--- src/rtl/if_fetch_stage.sv ---
// Instruction-fetch stage of the 5-stage MIPS pipeline: owns the PC, drives the
// combinational instruction memory and loads the IF/ID pipeline register.
module if_fetch_stage #(
  parameter int              PC_W        = 32,
  parameter int              IMEM_ADDR_W = 7,
  parameter int              IMEM_WORDS  = 30,
  parameter logic [PC_W-1:0] RESET_PC    = '0,
  parameter int              CNT_W       = 16
) (
  input  logic                   clk,
  input  logic                   reset,
  input  logic                   stall,
  input  logic                   br_taken,
  input  logic [PC_W-1:0]        br_target,
  input  logic                   jmp,
  input  logic [PC_W-1:0]        jmp_target,
  output logic [IMEM_ADDR_W-1:0] imem_addr,
  input  logic [31:0]            imem_data,
  output logic [PC_W-1:0]        pc,
  output logic [31:0]            ifid_instr,
  output logic [PC_W-1:0]        ifid_pc4,
  output logic                   ifid_valid,
  output logic                   fetch_done,
  output logic [CNT_W-1:0]       fetch_count
);

  localparam logic [PC_W-1:0] PC_END = PC_W'(IMEM_WORDS * 4);

  logic            redirect;
  logic [PC_W-1:0] target_sel;
  logic [PC_W-1:0] target;
  logic [PC_W-1:0] pc_plus4;
  logic            in_range;

  assign redirect   = br_taken | jmp;
  // Branch outranks jump when ID raises both in the same cycle.
  assign target_sel = br_taken ? br_target : jmp_target;
  assign target     = target_sel & ~PC_W'(3);
  assign pc_plus4   = pc + PC_W'(4);
  // Compare the full PC so a wrapped or high address never aliases into range.
  assign in_range   = (pc < PC_END);
  assign imem_addr  = pc[IMEM_ADDR_W-1:0];

  // NOTE: every register here uses <= so all updates see the pre-edge values.
  always_ff @(posedge clk) begin
    if (reset) begin
      pc          <= RESET_PC;
      ifid_instr  <= '0;
      ifid_pc4    <= '0;
      ifid_valid  <= 1'b0;
      fetch_done  <= 1'b0;
      fetch_count <= '0;
    end else begin
      // Sticky end-of-program flag; only reset clears it.
      if (!in_range && !redirect) fetch_done <= 1'b1;

      if (redirect) begin
        // Squash the single wrong-path slot, regardless of stall.
        pc         <= target;
        ifid_instr <= '0;
        ifid_pc4   <= '0;
        ifid_valid <= 1'b0;
      end else if (!stall) begin
        pc         <= pc_plus4;
        ifid_pc4   <= pc_plus4;
        ifid_instr <= in_range ? imem_data : 32'h0;
        ifid_valid <= in_range;
        if (in_range && (fetch_count != {CNT_W{1'b1}}))
          fetch_count <= fetch_count + CNT_W'(1);
      end
    end
  end

endmodule
--- config.mk ---
export PLATFORM = sky130hd
export DESIGN_NAME = if_fetch_stage
export DESIGN_NICKNAME = d
export VERILOG_FILES = /design/src/rtl/if_fetch_stage.sv
export SDC_FILE = /design/constraint.sdc
export NUM_CORES = 1
export LEC_CHECK = 0
export ABC_AREA = 0
export CORE_MARGIN = 3
export CORE_UTILIZATION = 28
export DETAILED_ROUTE_END_ITERATION = 8
export GPL_TIMING_DRIVEN = 0
export SYNTH_ARGS = -nofsm -noshare
export SYNTH_HDL_FRONTEND = slang
export SYNTH_SLANG_ARGS = --single-unit
--- constraint.sdc ---
create_clock -name clk -period 3.15 [get_ports clk]
set_input_delay 0.7875 -clock clk [delete_from_list [all_inputs] [get_ports clk]]
set_output_delay 0.7875 -clock clk [all_outputs]
set_load 0.02 [all_outputs]
# [Word level (Yosys, flattened, before mapping)]
# Cells that the tools add are included.
# Widths: inputs -> output; s select.
[totals] ff_bits=114 latchBits=0 ram_bits=0 romBits=0 inputBits=101 output_inout_bits=121 wordCells=25 n_memories=0
[op_classes] add_sub_neg=2 multipliers=0 n_div=0 magnitude_cmp=1 eq_ne=2 n_shift=0 muxes=4 n_bitwise=3 n_reduce_logical=6
[op_table] op="$mux 32" n=4
[op_table] op="$add 32x3->32 const B" n=1
[op_table] op="$lt 32x7->1 const B" n=1
[op_table] op="$add 16x1->16 const B" n=1
[op_table] op="$ne 16x16->1 const B" n=1
[op_table] op="$reduce_and 3->1" n=1
[op_table] op="$logic_and 1x1->1" n=2
[op_table] op="$logic_not 1->1" n=2
[op_table] op="$ne 2x1->1 const B" n=1
[op_table] op="$not 1->1" n=2
[op_table] op="$reduce_or 2->1" n=1
[op_table] op="$or 1x1->1" n=1

# [Logic depth before layout (Yosys ltp)]
[depth] depth_word=3 mapped_depth=9 depth_no_buf=6

# [Least setup slack after synthesis]
# Ideal clock, no wire load.
[synth_path] path_type="input port to flip-flop" from="input port jmp" to="register fetch_count[5]" setup_ns=0.123 arrival_time_ns=2.392 required_time_ns=3.027 setup_slack_ns=0.634 stages=8 n_path_buf=3 path_cell_list="clkbuf_1 nor3_1 nand4_1 or3_1 buf_2 buf_6 nor4_4 mux2_1"
[synth_between] elab_chain_cells=3
[synth_rtl] element="start: declaration" line_no="15" text="input logic jmp,"
[synth_rtl] element="$or 1x1->1" line_no="35" text="assign redirect = br_taken | jmp;"
[synth_rtl] element="$not 1->1 (no line)"
[synth_rtl] element="$reduce_and 3->1 (no line)"
[synth_rtl] element="end signal: assignment" line_no="69" text="fetch_count <= fetch_count + CNT_W'(1);"
[synth_rtl] element="end: declaration" line_no="24" text="output logic [CNT_W-1:0] fetch_count"
# Every way passes these cells.
# A chain may end at the register's enable or synchronous reset.

# [Worst setup path in the final report]
[layout_path] from="register pc[9]" to="register fetch_count[5]"
[layout_between] elab_chain_cells=3
[layout_rtl] element="start: declaration" line_no="19" text="output logic [PC_W-1:0] pc,"
[layout_rtl] element="start signal: assignment" line_no="59" text="pc <= target;"
[layout_rtl] element="start signal: assignment" line_no="64" text="pc <= pc_plus4;"
[layout_rtl] element="$lt 32x7->1" line_no="41" text="assign in_range = (pc < PC_END);"
[layout_rtl] element="$logic_and 1x1->1" line_no="68" text="if (in_range && (fetch_count != {CNT_W{1'b1}}))"
[layout_rtl] element="$reduce_and 3->1 (no line)"
# Every way passes these cells.

==> flow_results.xml <==
<?xml version="1.0" encoding="UTF-8"?>
<metrics>
  <group name="placed_design">
    <metric name="dp_hpwl" unit="um">15100</metric>
    <metric name="place_congestion" unit="">0.826</metric>
    <metric name="number_of_buffers_added_on_ports" unit="">207</metric>
  </group>
  <group name="grt">
    <metric name="globalRouteTotalUtil" unit="%">18.8</metric>
    <metric name="grt_max_degree" unit="">19</metric>
    <metric name="number_of_antenna_violations_at_the_first_check_in_global_routing" unit="">2</metric>
    <metric name="grt_pass1_vias" unit="">5243</metric>
    <metric name="wire_length_of_the_first_global_routing_pass" unit="um">29700</metric>
    <metric name="global_route.overflow_total" unit="">0</metric>
  </group>
  <group name="synthesis">
    <metric name="post_synthesis_async_set_or_reset_flop_share" unit="%">0</metric>
    <metric name="sequential_cell_area_fraction_in_the_yosys_report" unit="%">42.0</metric>
    <metric name="post_synth_edffs" unit="">0</metric>
    <metric name="postSynthCellCount" unit="">625</metric>
    <metric name="synth_top_family_by_area" unit="">simple AND/OR/NAND/NOR gates</metric>
    <metric name="yosys.area.top_type_share" unit="%">42.0</metric>
    <metric name="synth.cells.most_frequent" unit="">sky130_fd_sc_hd__dfxtp_1, sky130_fd_sc_hd__a21oi_1, sky130_fd_sc_hd__nand2_1</metric>
    <metric name="yosys.area_share.simple" unit="%">23.4</metric>
    <metric name="muxShareOfSynthArea" unit="%">1.41</metric>
    <metric name="postSynthRegisterBits" unit="">110</metric>
    <metric name="postSynth.topFlopCell" unit="">sky130_fd_sc_hd__dfxtp_1</metric>
    <metric name="post_synth_fa_ha_maj_area_fraction" unit="%">0.477</metric>
    <metric name="synth_compound_gate_area_share" unit="%">21.5</metric>
    <metric name="synth.area.top_cells" unit="">sky130_fd_sc_hd__dfxtp_1, sky130_fd_sc_hd__a21oi_1, sky130_fd_sc_hd__nand2_1</metric>
    <metric name="post_synth_instance_area" unit="mm^2">0.00524</metric>
    <metric name="post_synth_xor_xnor_area" unit="%">4.68</metric>
    <metric name="synthDominantAreaCellType" unit="">sky130_fd_sc_hd__dfxtp_1</metric>
    <metric name="post-synth-top-count-cell" unit="">sky130_fd_sc_hd__dfxtp_1</metric>
    <metric name="synth_cell_types" unit="">52</metric>
    <metric name="syn-mean-instance-area" unit="um^2">8.39</metric>
    <metric name="ys_warns" unit="">0</metric>
  </group>
  <group name="timing">
    <metric name="slew_violations" unit="">0</metric>
    <metric name="max_freq" unit="MHz">394</metric>
    <metric name="timing_hold_violations_final" unit="">0</metric>
    <metric name="clock_skew" unit="ps">9.93</metric>
    <metric name="tns" unit="ps">0</metric>
    <metric name="tightestPinTransition" unit="ps">1010</metric>
    <metric name="unrepaired_setup_endpoints_after_global_routing" unit="">false</metric>
    <metric name="period_share" unit="%">80.7</metric>
    <metric name="finalWorstPathRequiredPeriod" unit="ps">2540</metric>
    <metric name="slew_headroom" unit="%">32.2</metric>
    <metric name="final-setup-viol-count" unit="">0</metric>
  </group>
  <group name="final_layout">
    <metric name="sequential_cell_area_in_the_final_layout" unit="mm^2">0.00220</metric>
    <metric name="multi_input_comb_area" unit="mm^2">0.00272</metric>
    <metric name="diode_count" unit="">0</metric>
    <metric name="final_layout_size_suffix_gt1_share" unit="%">6.57</metric>
    <metric name="post-route-util" unit="%">43.5</metric>
    <metric name="nets" unit="">951</metric>
    <metric name="filler_cell_count" unit="">1836</metric>
    <metric name="layout-area-overhead-vs-synth" unit="%">51.0</metric>
  </group>
  <group name="pwr">
    <metric name="ir_worst_vdd" unit="mV">0.251</metric>
    <metric name="powerDensity" unit="mW/mm^2">399</metric>
    <metric name="total_leakage_power" unit="nW">2.65</metric>
  </group>
  <group name="clocking">
    <metric name="ctsRootBufferMaster" unit="">sky130_fd_sc_hd__clkbuf_16</metric>
    <metric name="post-cts-setup-buffers" unit="">0</metric>
    <metric name="cts.reportedPaths.clkPinSlew" unit="ps">80</metric>
    <metric name="clock_tree_from_tritoncts" unit="">yes</metric>
    <metric name="cts_sinks" unit="">110</metric>
    <metric name="ctsLongestPathBuffers" unit="">2</metric>
    <metric name="cts_inserted_buffers" unit="">9</metric>
    <metric name="cts.repair.resized" unit="">0</metric>
    <metric name="cts_max_level" unit="">3</metric>
    <metric name="clk-insertion-delay-late" unit="ps">360</metric>
    <metric name="holdBufCountCts" unit="">0</metric>
  </group>
  <group name="floorplan">
    <metric name="dieHeight" unit="um">143</metric>
    <metric name="floorplan.die_area" unit="mm^2">0.0204</metric>
    <metric name="chipWidth" unit="um">143</metric>
    <metric name="io-pin-count" unit="">222</metric>
    <metric name="core_region_area" unit="mm^2">0.0182</metric>
    <metric name="core.rowCount" unit="">49</metric>
    <metric name="initial_utilization" unit="%">28.8</metric>
  </group>
  <group name="job">
    <metric name="max_capacitance_violation_count" unit="">0</metric>
  </group>
  <group name="critical_path">
    <metric name="worstSetupPathType" unit="">reg2reg</metric>
    <metric name="endpoint_type_of_the_worst_setup_path" unit="">register</metric>
    <metric name="setup.worst_path.start_class" unit="">register</metric>
    <metric name="arrival" unit="ps">2800</metric>
    <metric name="critical_path_rt" unit="ps">3410</metric>
    <metric name="critPathMaxFanout" unit="">10</metric>
  </group>
  <group name="status">
    <metric name="run_status" unit="">complete, no violations</metric>
  </group>
  <group name="route">
    <metric name="detail_route.drc_violations" unit="">0</metric>
    <metric name="drt_iter0_markers" unit="">329</metric>
    <metric name="wl_per_cell" unit="um">18.3</metric>
    <metric name="detail_route.wirelength" unit="um">19800</metric>
    <metric name="dr_total_vias" unit="">5431</metric>
    <metric name="antenna_left" unit="">0</metric>
    <metric name="routed_via_density" unit="">5.02</metric>
    <metric name="first_pass_iters" unit="">5</metric>
  </group>
  <group name="worst_hold_path">
    <metric name="min-delay-path-class" unit="">reg2reg</metric>
  </group>
</metrics>
-- power by group --
| group | internal [mW] | switching [mW] | total (mW) | leakage (nW) |
|---|---|---|---|---|
| logic | 0.255 | 0.251 | 0.506 | 1.61 |
| registers | 1.42 | 0.0535 | 1.48 | 0.894 |
| clock network | 0.621 | 0.559 | 1.18 | 0.150 |
| total | 2.30 | 0.863 | 3.16 | 2.65 |
-- metrics by stage --
| stage | cells | instance area, um^2 | setup slack, ps | total power [mW] | hold WS (ps) |
|---|---|---|---|---|---|
| floorplan | 630 | 5260 | 634 | 1.74 | 521 |
| global placement | 1066 | 7620 | 258 | 2.01 | 435 |
| detailed placement | 1066 | 7620 | 229 | 2.01 | 445 |
| CTS | 1082 | 7920 | 606 | 3.20 | 457 |
| global route | 1082 | 7920 | 322 | 3.29 | 485 |
| finish | 1082 | 7920 | 609 | 3.16 | 452 |
-- cell type report --
type	count	share of cell area, %
Clock inverter	7	0.901
Tap cell	229	3.62
Inverter	9	0.427
Buffer	62	3.87
Timing Repair Buffer	207	26.2
Sequential cell	110	27.8
Multi-Input combinational cell	449	34.4
Clock buffer	9	2.84
-- flip-flops by register name, indices dropped and copies added (netlist names) --
register and cells:
pc 30, ifid_valid 1, ifid_pc4 30, fetch_count 16, ifid_instr 32, fetch_done 1
-- routing by layer --
metal | track usage [%] | share of wire (%) | vias to the layer above
li1 | - | - | 2698
met1 | 24.6 | 45 | 2555
met2 | 30.1 | 46 | 163
met3 | 6.56 | 8.0 | 13
met4 | 3.95 | 0.87 | 2
met5 | 0 | 0.066 | -
-- critical path: stages, from the launching register on --
cell and delay [ps]:
sky130_fd_sc_hd__dfxtp_1 390, sky130_fd_sc_hd__nor4_1 520, sky130_fd_sc_hd__nand4_1 220, sky130_fd_sc_hd__or3_1 350, sky130_fd_sc_hd__buf_2 180, sky130_fd_sc_hd__buf_6 160, sky130_fd_sc_hd__nor4_4 270, sky130_fd_sc_hd__mux2_1 340
-- logic make-up (layout without fill, tap and decap cells) --
logic type / Yosys count / in the layout
AOI/OAI and AO/OA: 187 / 187
buffers and inverters: 71 / 294
adders and majority gates: 2 / 2
muxes: 7 / 7
DFF: 110 / 110
xor gates and xnor gates: 28 / 28
and+or+nand+nor: 219 / 219
other: 1 / 6
-- cell usage in the layout (no fill, tap or decap), drive strengths merged, types with 7 or more instances in the layout --
master         synthesis  final
nand3                 16     16
clkbuf                39     48
nand2                 65     65
a21oi                 84     84
nand3b                25     25
nor4                  13     13
o21ai                 31     31
nor3                   9      9
or4                    7      7
o22ai                 24     24
a22o                  24     24
nor2                  40     40
dfxtp                110    110
xnor2                 15     15
buf                   23     23
nand4                 12     12
inv                    9     11
a22oi                  8      8
xor2                  13     13
clkdlybuf4s50          0    207
or3                    9      9
-- worst paths after layout --
path | slack [ps] | depth (start not counted) | from | to
min | 450 | 2 | ifid_pc4[9]$_SDFFE_PP0N_ | ifid_pc4[9]$_SDFFE_PP0N_
max | 610 | 7 | pc[9]$_SDFFE_PP0P_ | fetch_count[5]$_SDFFE_PP0P_
max reg2reg | 610 | 7 | pc[9]$_SDFFE_PP0P_ | fetch_count[5]$_SDFFE_PP0P_
min reg2reg | 450 | 2 | ifid_pc4[9]$_SDFFE_PP0N_ | ifid_pc4[9]$_SDFFE_PP0N_
(Power assumes the default switching activity.)
